## config.mk

```make
export PLATFORM = sky130hd
export DESIGN_NAME = address_generation_top
export DESIGN_NICKNAME = d
export VERILOG_FILES = /design/src/rtl/agen_pkg.sv /design/src/rtl/agen_ea_adder.sv /design/src/rtl/address_generation_top.sv
export SDC_FILE = /design/constraint.sdc
export NUM_CORES = 1
export LEC_CHECK = 0
export CAP_MARGIN = 25
export CORE_AREA = 2 2 336 338
export DETAILED_ROUTE_END_ITERATION = 8
export DIE_AREA = 0 0 338 340
export GPL_ROUTABILITY_DRIVEN = 0
export GPL_TIMING_DRIVEN = 0
export HOLD_SLACK_MARGIN = 0.06
export PLACE_DENSITY = 0.5
export SLEW_MARGIN = 20
export SYNTH_ARGS = -nofsm -noshare
export SYNTH_HDL_FRONTEND = slang
export SYNTH_SLANG_ARGS = --single-unit
```

## constraint.sdc

```tcl
create_clock -name clk -period 4.1 [get_ports clk]
set_clock_uncertainty 0.1 [all_clocks]
set_input_delay 1.23 -clock clk [delete_from_list [all_inputs] [get_ports clk]]
set_output_delay 1.23 -clock clk [all_outputs]
set_load 0.01 [all_outputs]
```

## src/rtl/agen_pkg.sv

```systemverilog
// Shared encodings and helpers for the address generation stage.
package agen_pkg;

    localparam int unsigned ADDR_W = 32;
    localparam int unsigned DATA_W = 64;
    localparam int unsigned SIZE_W = 3;
    localparam int unsigned STK_W  = 2;

    localparam logic [SIZE_W-1:0] SIZE_NONE = 3'd0;
    localparam logic [SIZE_W-1:0] SIZE_8    = 3'd1;
    localparam logic [SIZE_W-1:0] SIZE_16   = 3'd2;
    localparam logic [SIZE_W-1:0] SIZE_32   = 3'd3;
    localparam logic [SIZE_W-1:0] SIZE_48   = 3'd4;
    localparam logic [SIZE_W-1:0] SIZE_64   = 3'd5;

    localparam logic [STK_W-1:0] STACK_NONE = 2'b00;
    localparam logic [STK_W-1:0] STACK_PUSH = 2'b01;
    localparam logic [STK_W-1:0] STACK_POP  = 2'b10;

    // Bytes moved by a stack access (also the span used for limit checks).
    function automatic logic [3:0] stack_bytes(input logic [SIZE_W-1:0] size);
        case (size)
            SIZE_16: return 4'd2;
            SIZE_64: return 4'd8;
            default: return 4'd4;
        endcase
    endfunction

endpackage

```

## src/rtl/agen_ea_adder.sv

```systemverilog
// Effective address: seg_base + base + (index << scale) + disp, modulo 2^32.
module agen_ea_adder
    import agen_pkg::*;
(
    input  logic [ADDR_W-1:0] seg_base,
    input  logic [ADDR_W-1:0] base,
    input  logic              base_valid,
    input  logic [ADDR_W-1:0] index,
    input  logic              index_valid,
    input  logic [1:0]        scale,
    input  logic [ADDR_W-1:0] disp,
    output logic [ADDR_W-1:0] ea_c
);

    logic [ADDR_W-1:0] base_term_c;
    logic [ADDR_W-1:0] index_term_c;

    always_comb begin
        base_term_c  = base_valid  ? base : '0;
        index_term_c = index_valid ? (index << scale) : '0;
        ea_c         = seg_base + base_term_c + index_term_c + disp;
    end

endmodule

```

## src/rtl/address_generation_top.sv

```systemverilog
// Address generation stage: EA compute, shadow ESP tracking, hazard stall, one-deep output register.
// Optional segment limit fault checking is built when AGEN_SEG_LIMIT_EN is defined.
module address_generation_top
    import agen_pkg::*;
#(
    parameter int unsigned PASSW = 160
) (
    input  logic               clk,
    input  logic               reset,
    input  logic               flush,
    input  logic               d_valid,
    output logic               d_ready,
    input  logic [2:0]         d_size,
    input  logic [63:0]        d_op0,
    input  logic [63:0]        d_op1,
    input  logic               d_op0_is_address,
    input  logic               d_op1_is_address,
    input  logic [2:0]         d_base_reg,
    input  logic [2:0]         d_index_reg,
    input  logic               d_base_valid,
    input  logic               d_index_valid,
    input  logic [1:0]         d_scale,
    input  logic [31:0]        d_disp,
    input  logic [2:0]         d_seg_reg,
    input  logic [1:0]         d_stack_op,
    input  logic [PASSW-1:0]   d_sideband,
    output logic [2:0]         rf_rd0_reg,
    output logic [2:0]         rf_rd1_reg,
    input  logic [31:0]        rf_rd0_data,
    input  logic [31:0]        rf_rd1_data,
    input  logic [7:0]         rf_busy,
    output logic [2:0]         seg_rd_reg,
    input  logic [31:0]        seg_rd_base,
    input  logic [31:0]        seg_rd_limit,
    input  logic [31:0]        esp_commit,
    output logic               a_valid,
    input  logic               a_ready,
    output logic [2:0]         a_size,
    output logic [63:0]        a_op0,
    output logic [63:0]        a_op1,
    output logic               a_op0_is_address,
    output logic               a_op1_is_address,
    output logic [1:0]         a_stack_op,
    output logic [31:0]        a_stack_address,
    output logic [PASSW-1:0]   a_sideband,
    output logic               a_fault
);

    logic [ADDR_W-1:0] ea_c;
    logic [ADDR_W-1:0] shadow_esp;
    logic [ADDR_W-1:0] bytes_c;
    logic [ADDR_W-1:0] stack_addr_c;
    logic [ADDR_W-1:0] shadow_next_c;
    logic [DATA_W-1:0] op0_c;
    logic [DATA_W-1:0] op1_c;
    logic              stall_c;
    logic              accept_c;

    assign rf_rd0_reg = d_base_reg;
    assign rf_rd1_reg = d_index_reg;
    assign seg_rd_reg = d_seg_reg;

    agen_ea_adder u_ea_adder (
        .seg_base    (seg_rd_base),
        .base        (rf_rd0_data),
        .base_valid  (d_base_valid),
        .index       (rf_rd1_data),
        .index_valid (d_index_valid),
        .scale       (d_scale),
        .disp        (d_disp),
        .ea_c        (ea_c)
    );

    // Handshake and RAW hazard on base/index registers.
    always_comb begin
        stall_c  = (d_base_valid & rf_busy[d_base_reg]) | (d_index_valid & rf_busy[d_index_reg]);
        d_ready  = ~stall_c & (~a_valid | a_ready);
        accept_c = d_valid & d_ready;
    end

    // Operand muxing and shadow stack pointer arithmetic.
    always_comb begin
        op0_c         = d_op0_is_address ? {32'h0, ea_c} : d_op0;
        op1_c         = (d_op1_is_address & ~d_op0_is_address) ? {32'h0, ea_c} : d_op1;
        bytes_c       = ADDR_W'(stack_bytes(d_size));
        stack_addr_c  = shadow_esp;
        shadow_next_c = shadow_esp;
        case (d_stack_op)
            STACK_PUSH: begin
                stack_addr_c  = shadow_esp - bytes_c;
                shadow_next_c = shadow_esp - bytes_c;
            end
            STACK_POP: shadow_next_c = shadow_esp + bytes_c;
            default: ;
        endcase
    end

    // Output register; flush wins over a same-cycle accept.
    always_ff @(posedge clk or negedge reset) begin
        if (!reset) begin
            a_valid          <= 1'b0;
            a_size           <= '0;
            a_op0            <= '0;
            a_op1            <= '0;
            a_op0_is_address <= 1'b0;
            a_op1_is_address <= 1'b0;
            a_stack_op       <= '0;
            a_stack_address  <= '0;
            a_sideband       <= '0;
            shadow_esp       <= '0;
        end else if (flush) begin
            a_valid    <= 1'b0;
            shadow_esp <= esp_commit;
        end else if (accept_c) begin
            a_valid          <= 1'b1;
            a_size           <= d_size;
            a_op0            <= op0_c;
            a_op1            <= op1_c;
            a_op0_is_address <= d_op0_is_address;
            a_op1_is_address <= d_op1_is_address;
            a_stack_op       <= d_stack_op;
            a_stack_address  <= stack_addr_c;
            a_sideband       <= d_sideband;
            shadow_esp       <= shadow_next_c;
        end else if (a_ready) begin
            a_valid <= 1'b0;
        end
    end

`ifdef AGEN_SEG_LIMIT_EN
    logic [ADDR_W-1:0] seg_off_c;
    logic [ADDR_W:0]   seg_end_c;
    logic              fault_c;

    // Last byte touched, relative to the segment base, against the limit.
    always_comb begin
        seg_off_c = ea_c - seg_rd_base;
        seg_end_c = (ADDR_W+1)'(seg_off_c) + (ADDR_W+1)'(bytes_c) - (ADDR_W+1)'(1);
        fault_c   = (d_op0_is_address | d_op1_is_address) & (seg_end_c > (ADDR_W+1)'(seg_rd_limit));
    end

    always_ff @(posedge clk or negedge reset) begin
        if (!reset) begin
            a_fault <= 1'b0;
        end else if (!flush && accept_c) begin
            a_fault <= fault_c;
        end
    end
`else
    logic unused_limit;

    assign a_fault      = 1'b0;
    assign unused_limit = ^seg_rd_limit;
`endif

endmodule

```

==> impl_results.md <==
- # setup viols final: 45
- Floorplan die height: 340 µm
- Sink Count: 360
- Drt wl/cell: 21.8 µm
- Drt drc: 0
- Post-route minimum period: 5.02 ns
- Syn Nets: 2,974
- Synth Flop Type: dfrtp_1
- Worst VDD drop: 0.263 mV
- RR Endpoint: shadow_esp[29]$_DFFE_PN0P_
- Register bit count reported by yosys: 360
- Register area share after synthesis: 45.0%
- Rows: 123
- Clk_lat worst skew: 0.61 ns
- Number of CTS-inserted buffers: 47
- Outcome: complete, but fails checks
- PortBufs: 810
- Worst min-delay path startpoint: a_op0[37]$_DFFE_PN0P_
- DR iter-0 viols: 924
- Via count: 19.9k
- Tcrit/Tclk final: 122%
- Failing checks: negative setup slack
- Starting Density: 17.9%
- Max Fclk: 199 MHz
- Max incr delay on CP: 0.54 ns
- Yosys Warn Count: 0
- Vias in the first global route: 20.1k
- CTS HTree Levels: 2
- Post-route cell area: 0.0337 mm²
- Most frequent cells in the layout: nand2_1, clkdlybuf4s50_1, dfrtp_1
- Maxcap violations: 0
- Antenna violations before repair: 28
- Drt pass-1 iters: 7
- Power per cell area: 501 mW/mm²
- Leak Pwr: 15.1 nW
- Post-DP HPWL: 85.1 mm
- Overall Global Routing Usage: 17.6%
- Hold EP: a_op0[37]$_DFFE_PN0P_
- Syn Inst Count: 2,360
- Die width: 338 µm
- Design Power: 16.9 mW
- Post-route antenna net violation count: 0
- CP Data Required Time: 4.54 ns
- WP data arrival: 5.45 ns
- Pin count of the biggest net entering global routing: 87
- Pins Over Slew Limit: 0
- Clock root buffer: clkbuf_16
- CTS tree: built
- Placed Instance Area: 0.0306 mm²
- Top fanout value on the critical path: 6
- Max clock buf depth: 3
- RSZ-0062 raised after global routing: true
- Worst relative slew slack: 25.7%
- Worst Reg-to-Reg Cells: 10
- FF-to-FF setup slack: 0.64 ns
- RR Startpoint: shadow_esp[16]$_DFFE_PN0P_
- EDFF count, synth: 0
- Worst path top cell family by delay: compound AO/OA/AOI/OAI gates
- Final Hold Viols: 0
- Crit path cell chain: clkbuf_16, buf_12, mux2i_2, o21ai_1, nand2_1, fa_1, fa_1, inv_2, ha_1, a21oi_2, o22ai_4, nand4_1, buf_6, a2111oi_4, o21ai_2, o31ai_2, a21oi_2, xnor2_2, o221a_2
- Worst hold path type: flip-flop to flip-flop
- Net count, final: 3,909
- Slowest CP cell: fa_1
- Final worst setup slack: -0.918 ns
- WP depth: 19
- Mean Syn Cell Area: 8.48 µm²
- Worst Setup End Kind: flip-flop
- FFs w/ async S/R, synth: 100%
- Unique cell type count in the Yosys netlist: 58
- Hold path depth: 2
- GRT overflow: 0
- CP Class: input port to flip-flop
- Worst-path clk slew: 0.06 ns
- Area of the core: 0.112 mm²
- Place WS: -2.50 ns
- Routed WL: 106 mm
- Syn-to-layout area delta: 68.3%
- Least-Margin Pin Slew: 1.11 ns
- WP buf/inv: 4
- Global-route wire length before repair: 145 mm
- I/O Pins: 852
- Synth Cell Area: 0.0200 mm²
- Startpoint Class: input port
- WHS: 0.362 ns
- Via density per instance: 4.10
- Final Util: 30.2%
- Die area: 0.115 mm²
- Share of layout cells above drive strength 1: 13.0%
- Post-CTS Hold Buffers: 0
- Most common cell after layout, fill and taps aside: nand2_1
cell usage after synthesis (11+ instances only):
cell | number | share of area, %
mux2i_1 | 61 | 3.0
mux2_2 | 27 | 1.5
buf_2 | 27 | 0.67
and3_1 | 11 | 0.34
o21ai_0 | 96 | 2.4
nor2_1 | 94 | 1.8
nand3b_1 | 35 | 1.3
xor2_1 | 33 | 1.4
xnor2_1 | 55 | 2.4
clkbuf_1 | 110 | 2.1
nor3_1 | 16 | 0.40
a21o_1 | 12 | 0.45
nand3_1 | 77 | 1.9
fa_1 | 64 | 6.4
a21oi_1 | 75 | 1.9
nand2_1 | 881 | 17
a31oi_1 | 18 | 0.56
nor4_1 | 11 | 0.34
inv_1 | 136 | 2.5
dfrtp_1 | 360 | 45
ha_1 | 37 | 2.3
report_power, final:
| part | switching (mW) | internal (mW) |
|---|---|---|
| clock network | 1.80 | 2.51 |
| logic | 3.80 | 3.79 |
| registers | 0.529 | 4.43 |
| total | 6.13 | 10.7 |
cell type report:
type	instances	area, µm²
diodes	10	25.0
plain buffers	150	830
clock buffers	68	1370
clock inverters	19	208
fillers	11819	77900
inverters	136	510
multi-input cells	1712	11000
flip-flops and latches	360	9010
well taps	1500	1880
repair buffers	888	8840
sequential cells by signal, summed over array words and instances, names as in the netlist:
signal	count
shadow_esp	32
a_valid	1
a_op1_is_address	1
a_op0_is_address	1
a_stack_op	2
a_size	3
a_op1	64
a_stack_address	32
a_sideband	160
a_op0	64
metrics by stage:
step           setup TNS [ns]  instances
5_1_grt                -33.91       4839
3_3_place_gp         -6568.61       4670
4_1_cts                -24.70       4808
3_5_place_dp          -504.77       4680
6_report               -28.64       4843
2_1_floorplan          -29.15       2360
how the worst max path moves through the flow:
stage	startpoint	endpoint	slack (ns)
floorplan	d_scale[0]	a_op1[30]$_DFFE_PN0P_	-0.95
global placement	reset	a_sideband[23]$_DFFE_PN0P_	-16.59
detailed placement	d_index_valid	a_op0[30]$_DFFE_PN0P_	-2.50
CTS	d_scale[0]	a_op1[30]$_DFFE_PN0P_	-0.80
global route	d_scale[0]	a_op0[30]$_DFFE_PN0P_	-1.07
finish	d_scale[0]	a_op0[30]$_DFFE_PN0P_	-0.92
kinds of logic after synthesis:
kind of cell / after synthesis / share of synthesized area, %
other: 1 / 0.0187
xor gates and xnor gates: 88 / 3.85
adders and majority gates: 101 / 8.71
AOI/OAI and AO/OA: 240 / 6.84
buffers and inverters: 288 / 5.76
and+or+nand+nor: 1190 / 24.8
DFF: 360 / 45.0
muxes: 92 / 5.02
repair_timing:
action / in CTS / in global routing
pin swaps: 96 / 80
endpoints found under the hold margin: 0 / 0
gates resized for setup: 187 / 118
buffers inserted: 43 / 23
gates cloned: 0 / 1
endpoints found under the setup margin: 353 / 106
worst min-delay path, stage by stage (launching register included):
cell	delay, ns
dfrtp_1	0.34
nand2_1	0.05
nand2_1	0.05
routing by layer:
metal  wire length [µm]  GRT usage, %  vias to the layer above
met5                122             0                        -
met4               4170          6.56                       18
met3               9670          5.89                      172
met2              51000          30.4                      767
met1              40700          20.1                     9458
li1                   -             -                     9441
Power figures use the tool's default switching activity.
==> edit: new RTL, same settings <==
`PASSW`: 160 -> 80.
--- a/src/rtl/address_generation_top.sv
+++ b/src/rtl/address_generation_top.sv
@@ -5,3 +5,3 @@
 #(
-    parameter int unsigned PASSW = 160
+    parameter int unsigned PASSW = 80
 ) (
Ports: changed (resized a_sideband and d_sideband); port bits go from 852 to 692. The function was not compared with the original's and may differ.
==> edit against the unedited design <==
  * The run still ends with negative setup slack left
  * Cell area fell by 11%
  * Power fell by 11%
  * Worst setup slack improved by 21 ps
  * Synthesized cell count fell by 13%
  * Combinational power fell by 0.8%
  * Sequential cell count fell by 80
  * Non-clock buffer count fell by 168
  * Clock power fell by 17%
  * Wire length fell by 9.2%
  * Synthesized area fell by 14%
  * Hold slack improved by 0.77 ps
==> edit: results (changes against the unedited design) <==
| Metric | Value |
|---|---|
| Reg2reg setup slack | 840 ps (+200 ps) |
| CTS Buf Count | 38 (-19%) |
| Status | complete, but fails checks |
| HPWL Detailed | 78,100 um (-8.3%) |
| Via density | 4.02 (-2.0%) |
| Final setup fails | 51 (+13%) |
| Largest net degree at the start of global routing | 79 (-9.2%) |
| Per-cell routed wire length | 22.0 um (+0.82%) |
| Fillers | 11,999 (+1.5%) |
| Failing checks | negative setup slack |
| Worst skew pair latency | 560 ps (-50 ps) |
| Port Buffers | 650 (-20%) |
| CP max stage delay | 520 ps (-20 ps) |
| Non-Filler Instances | 4,362 (-9.9%) |
| First DRT Iteration DRCs | 666 (-28%) |
| Pleak | 13.0 nW (-14%) |
| Sw Pwr | 5.62 mW (-8.3%) |
| Distinct cells, synth | 66 (+14%) |
| Startpoint of the worst hold path | a_op0[44] |
| GRT Overall Usage | 16.2% (-1.4 points) |
| Most frequent cells after synthesis | 629 x nand2_1, 280 x dfrtp_1, 131 x inv_1 |
| Largest regs | a_sideband x80, a_op0 x64, a_op1 x64 |
| Vias in the first global route | 17,886 (-11%) |
| Worst-margin pin slew | 1040 ps (-78.4 ps) |
| Fin worst setup slack | -897 ps (+20.9 ps) |
## edit: cell count changes in the layout (fill, tap and decap cells not counted), sizes merged, moves of 34 or more
cell,before,now
nand2,881,629
clkdlybuf4s50,769,611
dfrtp,360,280
nand3,77,128
clkbuf,183,142
nand3b,35,1
## edit: routing by layer
metal / up-vias / track usage, % / part of all wire (%) / wire length, um
li1: 8273 / - / - / -
met5: - / 0 / 0.13 / 125
met1: 8545 / 20.3 / 43 / 40800
met2: 572 / 27.8 / 48 / 46500
met4: 20 / 3.56 / 1.9 / 1790
met3: 116 / 3.92 / 7.0 / 6740
## edit: repair_timing
action                     CTS  global route
buffers inserted            51            25
resized for setup          240           106
setup endpoints to repair  270           104
gates cloned                 1             1
pin swaps                   96            69
hold buffers                 0             0
## edit: worst max path at each step
stage                             from         to  slack (ps)
after floorplan             d_scale[0]  a_op0[30]        -770
after global routing        d_scale[0]  a_op0[31]       -1040
final                       d_scale[0]  a_op1[28]        -900
after detailed placement  d_base_valid  a_op1[29]       -2920
after CTS                   d_scale[0]  a_op1[29]        -830
after global placement           reset  a_op0[17]      -12440
## edit: critical path: cells and delay by family
kind            cells  cell delay, ps
compound gates      6            1230
fa+ha+maj           3            1230
buf+inv             4             490
mux                 2             720
simple gates        3             390
## edit: final cells by class
type	count	area (um2)	share of cell area, %
clock buffer	54	1100	3.70
timing repair buffer	736	7470	25.1
buffer	134	828	2.78
multi-input combinational	1507	10800	36.3
inverter	131	492	1.65
tap	1500	1880	6.29
sequential	280	7010	23.5
antenna	7	17.5	0.0587
clock inverter	13	208	0.696
## edit: cell families after synthesis
kind of cell / after synthesis / share of synthesized area [%]
AOI/OAI and AO/OA: 258 / 8.69
other: 1 / 0.0217
xor gates and xnor gates: 86 / 4.36
DFF: 280 / 40.6
adders and majority gates: 101 / 10.1
and+or+nand+nor: 977 / 24.6
buffers and inverters: 268 / 6.28
muxes: 84 / 5.38
## edit: through the flow
step	setup TNS, ps	setup slack, ps	hold WS, ps
after floorplan	-20080	-773	335
after global placement	-3896050	-12440	350
after detailed placement	-385940	-2920	355
after CTS	-22200	-830	362
after global routing	-33560	-1040	386
final	-26050	-897	363
## edit: power by group through the flow
stage | Sequential [mW] | Clock (mW) | Combinational (mW)
after floorplan | 4.17 | 0 | 2.42
after global placement | 3.89 | 0 | 6.06
after detailed placement | 3.91 | 0 | 6.12
after CTS | 3.87 | 3.75 | 7.26
after global routing | 3.95 | 3.81 | 8.17
final | 3.86 | 3.60 | 7.53
